[src/rtl/multicycle_control_unit.sv]
// Multicycle MIPS-style control unit: Moore FSM that drives the datapath controls.
// It also counts retired instructions and flags unknown opcodes.
module multicycle_control_unit #(
  parameter int unsigned IDLE_CYCLES = 1,
  parameter int unsigned CNT_W       = 32
) (
  input  logic             clk,
  input  logic             reset,
  input  logic [5:0]       opcode,
  input  logic             zero,
  input  logic             mem_ready,
  input  logic             wr_inhibit,
  output logic             Start_PC,
  output logic             IorD,
  output logic             MemWrite,
  output logic             IRWrite,
  output logic             RegDst,
  output logic             MemtoReg,
  output logic             RegWrite,
  output logic             ALUSrcA,
  output logic             PCEn,
  output logic [1:0]       ALUSrcB,
  output logic [1:0]       ALUOp,
  output logic [1:0]       PCSrc,
  output logic             illegal_op,
  output logic [3:0]       state_o,
  output logic [CNT_W-1:0] retired
);

  typedef enum logic [3:0] {
    StIdle   = 4'd0,
    StFetch  = 4'd1,
    StDecode = 4'd2,
    StMemAdr = 4'd3,
    StMemRd  = 4'd4,
    StMemWb  = 4'd5,
    StMemWr  = 4'd6,
    StExec   = 4'd7,
    StAluWb  = 4'd8,
    StBranch = 4'd9,
    StAddiEx = 4'd10,
    StAddiWb = 4'd11,
    StJump   = 4'd12
  } state_e;

  localparam logic [5:0] OpRType = 6'b000000;
  localparam logic [5:0] OpLw    = 6'b100011;
  localparam logic [5:0] OpSw    = 6'b101011;
  localparam logic [5:0] OpBeq   = 6'b000100;
  localparam logic [5:0] OpAddi  = 6'b001000;
  localparam logic [5:0] OpJ     = 6'b000010;

  localparam logic [7:0] IdleLast = 8'(IDLE_CYCLES);

  state_e           state_q, state_d;
  logic [7:0]       idle_cnt_q, idle_cnt_d;
  logic [CNT_W-1:0] retired_q;
  logic             retire;
  logic             pc_write, branch, reg_write_s;

  always_comb begin
    state_d     = state_q;
    idle_cnt_d  = idle_cnt_q;
    retire      = 1'b0;
    illegal_op  = 1'b0;
    pc_write    = 1'b0;
    branch      = 1'b0;
    reg_write_s = 1'b0;
    IorD        = 1'b0;
    MemWrite    = 1'b0;
    IRWrite     = 1'b0;
    RegDst      = 1'b0;
    MemtoReg    = 1'b0;
    ALUSrcA     = 1'b0;
    ALUSrcB     = 2'b00;
    ALUOp       = 2'b00;
    PCSrc       = 2'b00;

    case (state_q)
      StIdle: begin
        if (idle_cnt_q == IdleLast) state_d = StFetch;
        else                        idle_cnt_d = idle_cnt_q + 8'd1;
      end
      StFetch: begin
        ALUSrcB  = 2'b01;
        IRWrite  = mem_ready;
        pc_write = mem_ready;
        if (mem_ready) state_d = StDecode;
      end
      StDecode: begin
        ALUSrcB = 2'b11;
        case (opcode)
          OpLw, OpSw: state_d = StMemAdr;
          OpRType:    state_d = StExec;
          OpBeq:      state_d = StBranch;
          OpAddi:     state_d = StAddiEx;
          OpJ:        state_d = StJump;
          default: begin
            illegal_op = 1'b1;
            state_d    = StFetch;
          end
        endcase
      end
      StMemAdr: begin
        ALUSrcA = 1'b1;
        ALUSrcB = 2'b10;
        state_d = (opcode == OpSw) ? StMemWr : StMemRd;
      end
      StMemRd: begin
        IorD = 1'b1;
        if (mem_ready) state_d = StMemWb;
      end
      StMemWb: begin
        MemtoReg    = 1'b1;
        reg_write_s = 1'b1;
        retire      = 1'b1;
        state_d     = StFetch;
      end
      StMemWr: begin
        // Write strobe stays up through the wait states, including the completing cycle.
        IorD     = 1'b1;
        MemWrite = 1'b1;
        if (mem_ready) begin
          retire  = 1'b1;
          state_d = StFetch;
        end
      end
      StExec: begin
        ALUSrcA = 1'b1;
        ALUOp   = 2'b10;
        state_d = StAluWb;
      end
      StAluWb: begin
        RegDst      = 1'b1;
        reg_write_s = 1'b1;
        retire      = 1'b1;
        state_d     = StFetch;
      end
      StBranch: begin
        ALUSrcA = 1'b1;
        ALUOp   = 2'b01;
        PCSrc   = 2'b01;
        branch  = 1'b1;
        retire  = 1'b1;
        state_d = StFetch;
      end
      StAddiEx: begin
        ALUSrcA = 1'b1;
        ALUSrcB = 2'b10;
        state_d = StAddiWb;
      end
      StAddiWb: begin
        reg_write_s = 1'b1;
        retire      = 1'b1;
        state_d     = StFetch;
      end
      StJump: begin
        PCSrc    = 2'b10;
        pc_write = 1'b1;
        retire   = 1'b1;
        state_d  = StFetch;
      end
      // Unused encodings recover to FETCH with every control low.
      default: state_d = StFetch;
    endcase
  end

  always_ff @(posedge clk or negedge reset) begin
    if (!reset) begin
      state_q    <= StIdle;
      idle_cnt_q <= 8'd0;
      retired_q  <= '0;
    end else begin
      state_q    <= state_d;
      idle_cnt_q <= idle_cnt_d;
      if (retire) retired_q <= retired_q + CNT_W'(1);
    end
  end

  assign RegWrite = reg_write_s & ~wr_inhibit;
  assign PCEn     = pc_write | (branch & zero);
  assign Start_PC = (state_q != StIdle);
  assign state_o  = state_q;
  assign retired  = retired_q;

endmodule

[config.mk]
export PLATFORM = sky130hd
export DESIGN_NAME = multicycle_control_unit
export DESIGN_NICKNAME = d
export VERILOG_FILES = /design/src/rtl/multicycle_control_unit.sv
export SDC_FILE = /design/constraint.sdc
export NUM_CORES = 1
export LEC_CHECK = 0
export CORE_ASPECT_RATIO = 1.75
export CORE_MARGIN = 5
export CORE_UTILIZATION = 30
export DETAILED_ROUTE_END_ITERATION = 10
export GPL_ROUTABILITY_DRIVEN = 0
export GPL_TIMING_DRIVEN = 1
export PLACE_DENSITY = 0.51
export RECOVER_POWER = 100
export SLEW_MARGIN = 20
export SYNTH_ARGS = -nofsm -noshare
export SYNTH_HDL_FRONTEND = slang
export SYNTH_SLANG_ARGS = --single-unit
[constraint.sdc]
create_clock -name clk -period 2.9 [get_ports clk]
set_clock_uncertainty 0.2 [all_clocks]
set_input_delay 0.435 -clock clk [delete_from_list [all_inputs] [get_ports clk]]
set_output_delay 0.435 -clock clk [all_outputs]
set_load 0.02 [all_outputs]
==> impl_metrics.toml, run 1 <==
[outcome]
outcome = "complete, no violations"

[detailed_routing]
vias_per_cell = 5.01
drt-total-wl_um = 6060
ant_nets = 0
first_iter_violations = 77
first_pass_iters = 4
route.detailed.drc = 0
vias = 2066
post_drt_wl_per_cell_um = 14.7

[clocking]
clockBufferDepth = 2
htreeDepth = 2
cts_tree = "yes"
clk_transition_reported_paths_ns = 0.06
insertion_delay_ns = 0.28
ctsRootBufferMaster = "clkbuf_16"
cts.sinks = 44
cts_inserted_buffers = 5

[floorplanning]
io_pins = 63
core_area_um2 = 7860
dieArea_um2 = 9870
num_rows = 43
chipWidth_um = 77.3
start_util = 0.302
die_h_um = 128

[power]
p_per_area_nw_per_um2 = 761
ir_drop_mv = 0.374
p_leak_nw = 1.57
power_mw = 2.57

[layout]
diodes = 0
areaGrowthSynthToFinish_pct = 42.0
layout-drive-gt1-share = 0.0932
final_area_um2 = 3370
nets = 336

[sta]
rsz0062_at_grt = "no"
hold_viol_final = 0
layout_setup_ws_ns = 0.148
setup_viol = 0
post-route-min-period_ns = 2.75
worst_pin_slew_ns = 1.31
fin_crit_sh = 0.949
max_freq_mhz = 363
finalMaxSlewViolations = 0
slew_headroom = 0.128

[placement]
port_buffers = 62
placed_area_um2 = 3220
hpwl_um = 4740
pre_cts_slack_ns = -0.112

[synth]
yosysTopAreaCell = "dfrtp_1"
synth_fp_nets = 252
synth_top_area_share = 0.464
synth_flop_cell = "dfrtp_1"
synth-seq-cells = 44
synth_warnings = 0
synthArstFlopShare = 1.00
ys_types = 42
synth_area_um2 = 2370
synth_most_common_cell = "dfrtp_1"
syn_inst = 238
synth_enable_flop_cells = 0
seq_area_frac_synth = 0.464
synth_area_leaders = "dfrtp_1 46%, xnor2_1 10%, xor2_1 4.4%"
syn_area_per_cell_um2 = 9.98
yosys-top-cells-count = "44 x dfrtp_1, 28 x xnor2_1, 19 x nand2_1, 18 x nand3_1, 17 x nor2_1"

[critical_path]
arrival_ns = 2.12
crit_type = "flip-flop to output port"
worst_path_max_delay_cell = "dlygate4sd3_1"
path_max_fanout = 11
worstPathRequired_ns = 2.27
max_stage_delay_ns = 0.68
startpoint_type = "flip-flop"
crit_chain = "clkbuf_1 -> buf_4 -> and4b_1 -> dlygate4sd3_1"
critPathCaptureType = "output port"

[global_route]
grt_pass1_wl_um = 10500
grt_overflow_total = 0
grt_util_all_layers = 0.130
grt_max_degree = 25
grt_pass1_vias = 2166
antenna_found_initial = 0

[worst_hold_path]
hp-class = "flip-flop to flip-flop"

[flow_run]
drv_cap = 0
## layout make-up
type                            instances  area [um^2]
Timing Repair Buffer                   84          759
Fill cell                             789         4480
Clock buffer                            5          125
Clock inverter                          2         60.1
Multi-Input combinational cell        184         1200
Tap cell                               90          113
Sequential cell                        44         1100
Inverter                                3         11.3
## kinds of logic (layout without fill, tap and decap cells)
kind of cell	count (synthesis)	in the layout	synth area share
flip-flops	44	44	0.464
buffers and inverters	10	94	0.0221
adder cells (fa/ha/maj)	3	3	0.0158
AO/OA/AOI/OAI	33	33	0.103
AND/OR/NAND/NOR	108	108	0.248
XOR/XNOR	40	40	0.148
## routing by layer
layer,vias up,wire (um),GRT usage
li1,1012,-,-
met1,984,2370,0.140
met2,61,3220,0.236
met3,9,339,0.0309
met4,0,136,0.0577
met5,-,0,0
## worst paths after layout
path	startpoint	endpoint	slack, ns	cells past startpoint
worst max-delay path	state_o[0]$_DFFE_PN0P_	ALUOp[1]	0.15	4
worst min-delay path	retired[31]$_DFFE_PN0P_	retired[31]$_DFFE_PN0P_	0.26	1
worst max register to register	state_o[0]$_DFFE_PN0P_	retired[22]$_DFFE_PN0P_	0.28	7
worst min register to register	retired[31]$_DFFE_PN0P_	retired[31]$_DFFE_PN0P_	0.26	1
max in group asynchronous	reset	idle_cnt_q[7]$_DFFE_PN0P_	0.72	3
min in group asynchronous	reset	retired[13]$_DFFE_PN0P_	0.77	2
## per-stage QoR
step	setup TNS, ns	std cells	utilization	hold WS, ns
after CTS	0	412	0.435	0.274
after detailed placement	-0.112	404	0.410	0.256
after global routing	0	412	0.429	0.302
after global placement	-0.137	404	0.410	0.263
after floorplan	0	238	-	-0.0606
final	0	412	0.429	0.259
## timing repair
item                                   CTS  global route
buffers inserted                         0             0
setup endpoints to repair                1             3
resized for setup                        1             3
endpoints found under the hold margin   22             0
pin swaps                                0             0
hold buffers                             1             0
## power breakdown
part	leakage [nW]	switching (mW)	internal (mW)
Sequential	0.588	0.153	0.708
Combinational	0.887	0.528	0.465
Clock	0.0899	0.223	0.488
## layout by cell type, fill, tap and decap left out, drive strengths merged, types with 2 or more instances in the layout
master | Yosys | final
dlygate4sd3 | 0 | 47
dfrtp | 44 | 44
xnor2 | 28 | 28
nand2 | 19 | 19
nand3 | 18 | 18
nor2 | 17 | 17
buf | 3 | 15
clkdlybuf4s50 | 0 | 14
nor3 | 12 | 12
xor2 | 12 | 12
nand4 | 12 | 12
clkbuf | 4 | 12
o21ai | 9 | 9
a21oi | 6 | 6
and3 | 6 | 6
nand2b | 6 | 6
nor2b | 4 | 4
nor4 | 4 | 4
o21a | 3 | 3
inv | 3 | 3
a21o | 3 | 3
ha | 3 | 3
nor3b | 2 | 2
nor4b | 2 | 2
bufinv | 0 | 2
a2111oi | 2 | 2
a211oi | 2 | 2
## registers in the layout, summed over array words and instances (netlist names)
signal,count
retired,32
state_o,4
idle_cnt_q,8
## worst max-delay path: cells and delay by family, from the launching register on
| family | cells | cell delay [ns] |
|---|---|---|
| buf+inv | 3 | 1.06 |
| flops | 1 | 0.60 |
| simple gates | 1 | 0.18 |
Power figures use the tool's default switching activity.
==> inputs of run 2 (changes only) <==
CORE_UTILIZATION = 28   (was 30)
PLACE_DENSITY = 0.48   (was 0.51)
==> run 2 against run 1 <==
Against the previous run:
- setup slack worse by 0.057 ns
- total power down 6.7%
- die area is 6.4% higher
- via count rose by 0.77%
- global-route usage grew 0.23 points
- largest power group unchanged
==> impl_metrics.toml, run 2 (synthesis gave the netlist of run 1 again) <==
[layout]
final_cell_mix = "48 x dlygate4sd3_1, 43 x dfrtp_1, 28 x xnor2_1"
utilization = 0.402
areaGrowthSynthToFinish_pct = 40.7
layout-drive-gt1-share = 0.0906
final_cells = 435
diodes = 0
layout_commonest_cell = "dlygate4sd3_1"
largest_register_ffs = 32
nets = 334

[floorplanning]
io_pins = 63
start_util = 0.286
die_h_um = 132
dieArea_um2 = 10500
chipWidth_um = 79.6
num_rows = 44
core_area_um2 = 8310

[detailed_routing]
first_pass_iters = 4
drt-total-wl_um = 6270
first_iter_violations = 64
ant_nets = 0
route.detailed.drc = 0
vias_per_cell = 4.79
post_drt_wl_per_cell_um = 14.4
vias = 2082

[clocking]
ctsRootBufferMaster = "clkbuf_16"
clk_transition_reported_paths_ns = 0.06
cts.sinks = 44
clockBufferDepth = 2
cts_tree = "yes"
insertion_delay_ns = 0.29
cts_inserted_buffers = 5
post_cts_buffers = 0
htreeDepth = 2

[power]
p_per_area_nw_per_um2 = 717
power_mw = 2.39
p_leak_nw = 1.54
ir_drop_mv = 0.369

[sta]
post-route-min-period_ns = 2.81
fin_crit_sh = 0.969
finalMaxSlewViolations = 0
hold_viol_final = 0
slew_headroom = 0.193
worst_pin_slew_ns = 1.21
final.setup.tns_ns = 0
rsz0062_at_grt = "no"
max_freq_mhz = 356
holdWs_ns = 0.261
setup_viol = 0

[critical_path]
reg2reg_slack_ns = 0.32
worstPathRequired_ns = 2.27
critPathCaptureType = "output port"
worst_r2r_startpoint = "state_o[1]$_DFFE_PN0P_"
path_max_fanout = 12
cp-startpoint = "state_o[3]$_DFFE_PN0P_"
startpoint_type = "flip-flop"
crit_type = "flip-flop to output port"
arrival_ns = 2.17

[global_route]
grt_pass1_wl_um = 11000
grt_overflow_total = 0
grt_max_degree = 24
grt_util_all_layers = 0.132
grt_pass1_vias = 2175
antenna_found_initial = 0

[outcome]
outcome = "complete, no violations"

[placement]
port_buffers = 62
dp.cells = 427
hpwl_um = 4850

[worst_hold_path]
hold_start = "retired[31]$_DFFE_PN0P_"
hp-class = "flip-flop to flip-flop"

[flow_run]
drv_cap = 0
==> run 2: cell count changes in the layout (fill, tap and decap cells not counted), sizes merged <==
cell and delta:
clkinv +1, buf -1, clkdlybuf4s50 -1, dlygate4sd3 +1, bufinv -2
==> run 2: path summary, 6_finish.rpt <==
check                           cells past startpoint                 endpoint
worst max register to register                      7  retired[22]$_DFFE_PN0P_
worst min-delay path                                1  retired[31]$_DFFE_PN0P_
max in group asynchronous                           3  retired[28]$_DFFE_PN0P_
worst min register to register                      1  retired[31]$_DFFE_PN0P_
min in group asynchronous                           2  retired[15]$_DFFE_PN0P_
worst max-delay path                                4                 Start_PC
==> run 2: what timing repair did <==
item / in CTS / in global routing
hold buffers: 1 / 0
setup endpoints to repair: 2 / 1
pin swaps: 0 / 0
hold endpoints to repair: 21 / 0
resized for setup: 2 / 1
==> run 2: area by class of cell <==
| type | count | area, um^2 |
|---|---|---|
| Multi-Input combinational cell | 184 | 1200 |
| Clock inverter | 1 | 5.00 |
| Tap cell | 115 | 144 |
| Clock buffer | 6 | 129 |
| Inverter | 3 | 11.3 |
| Timing Repair Buffer | 82 | 749 |
| Sequential cell | 44 | 1100 |
| Fill cell | 855 | 4970 |
==> run 2: routing by layer <==
layer / wire, um / track usage / part of all wire / vias up
met1: 2400 / 0.143 / 0.38 / 1002
met5: 0 / 0 / 0 / -
met3: 345 / 0.0349 / 0.055 / 11
met2: 3340 / 0.232 / 0.53 / 57
li1: - / - / - / 1012
met4: 181 / 0.0641 / 0.029 / 0
==> run 2: where the power goes <==
| group | internal, mW | switching, mW | leakage, nW | total, mW |
|---|---|---|---|---|
| Clock | 0.313 | 0.224 | 0.0667 | 0.538 |
| Combinational | 0.453 | 0.527 | 0.886 | 0.980 |
| Sequential | 0.709 | 0.168 | 0.587 | 0.877 |
==> run 2: worst max-delay path: stages (launching register included) <==
cell and delay (ns):
dfrtp_1 0.46, buf_4 0.22, nor4_1 0.36, inv_1 0.16
dlygate4sd3_1 0.68
==> run 2: stage by stage <==
step	setup WS, ns	area, um^2
floorplan	0.233	2370
global placement	-0.141	3240
detailed placement	-0.0867	3240
CTS	0.0876	3380
global route	0.0157	3340
finish	0.0910	3340
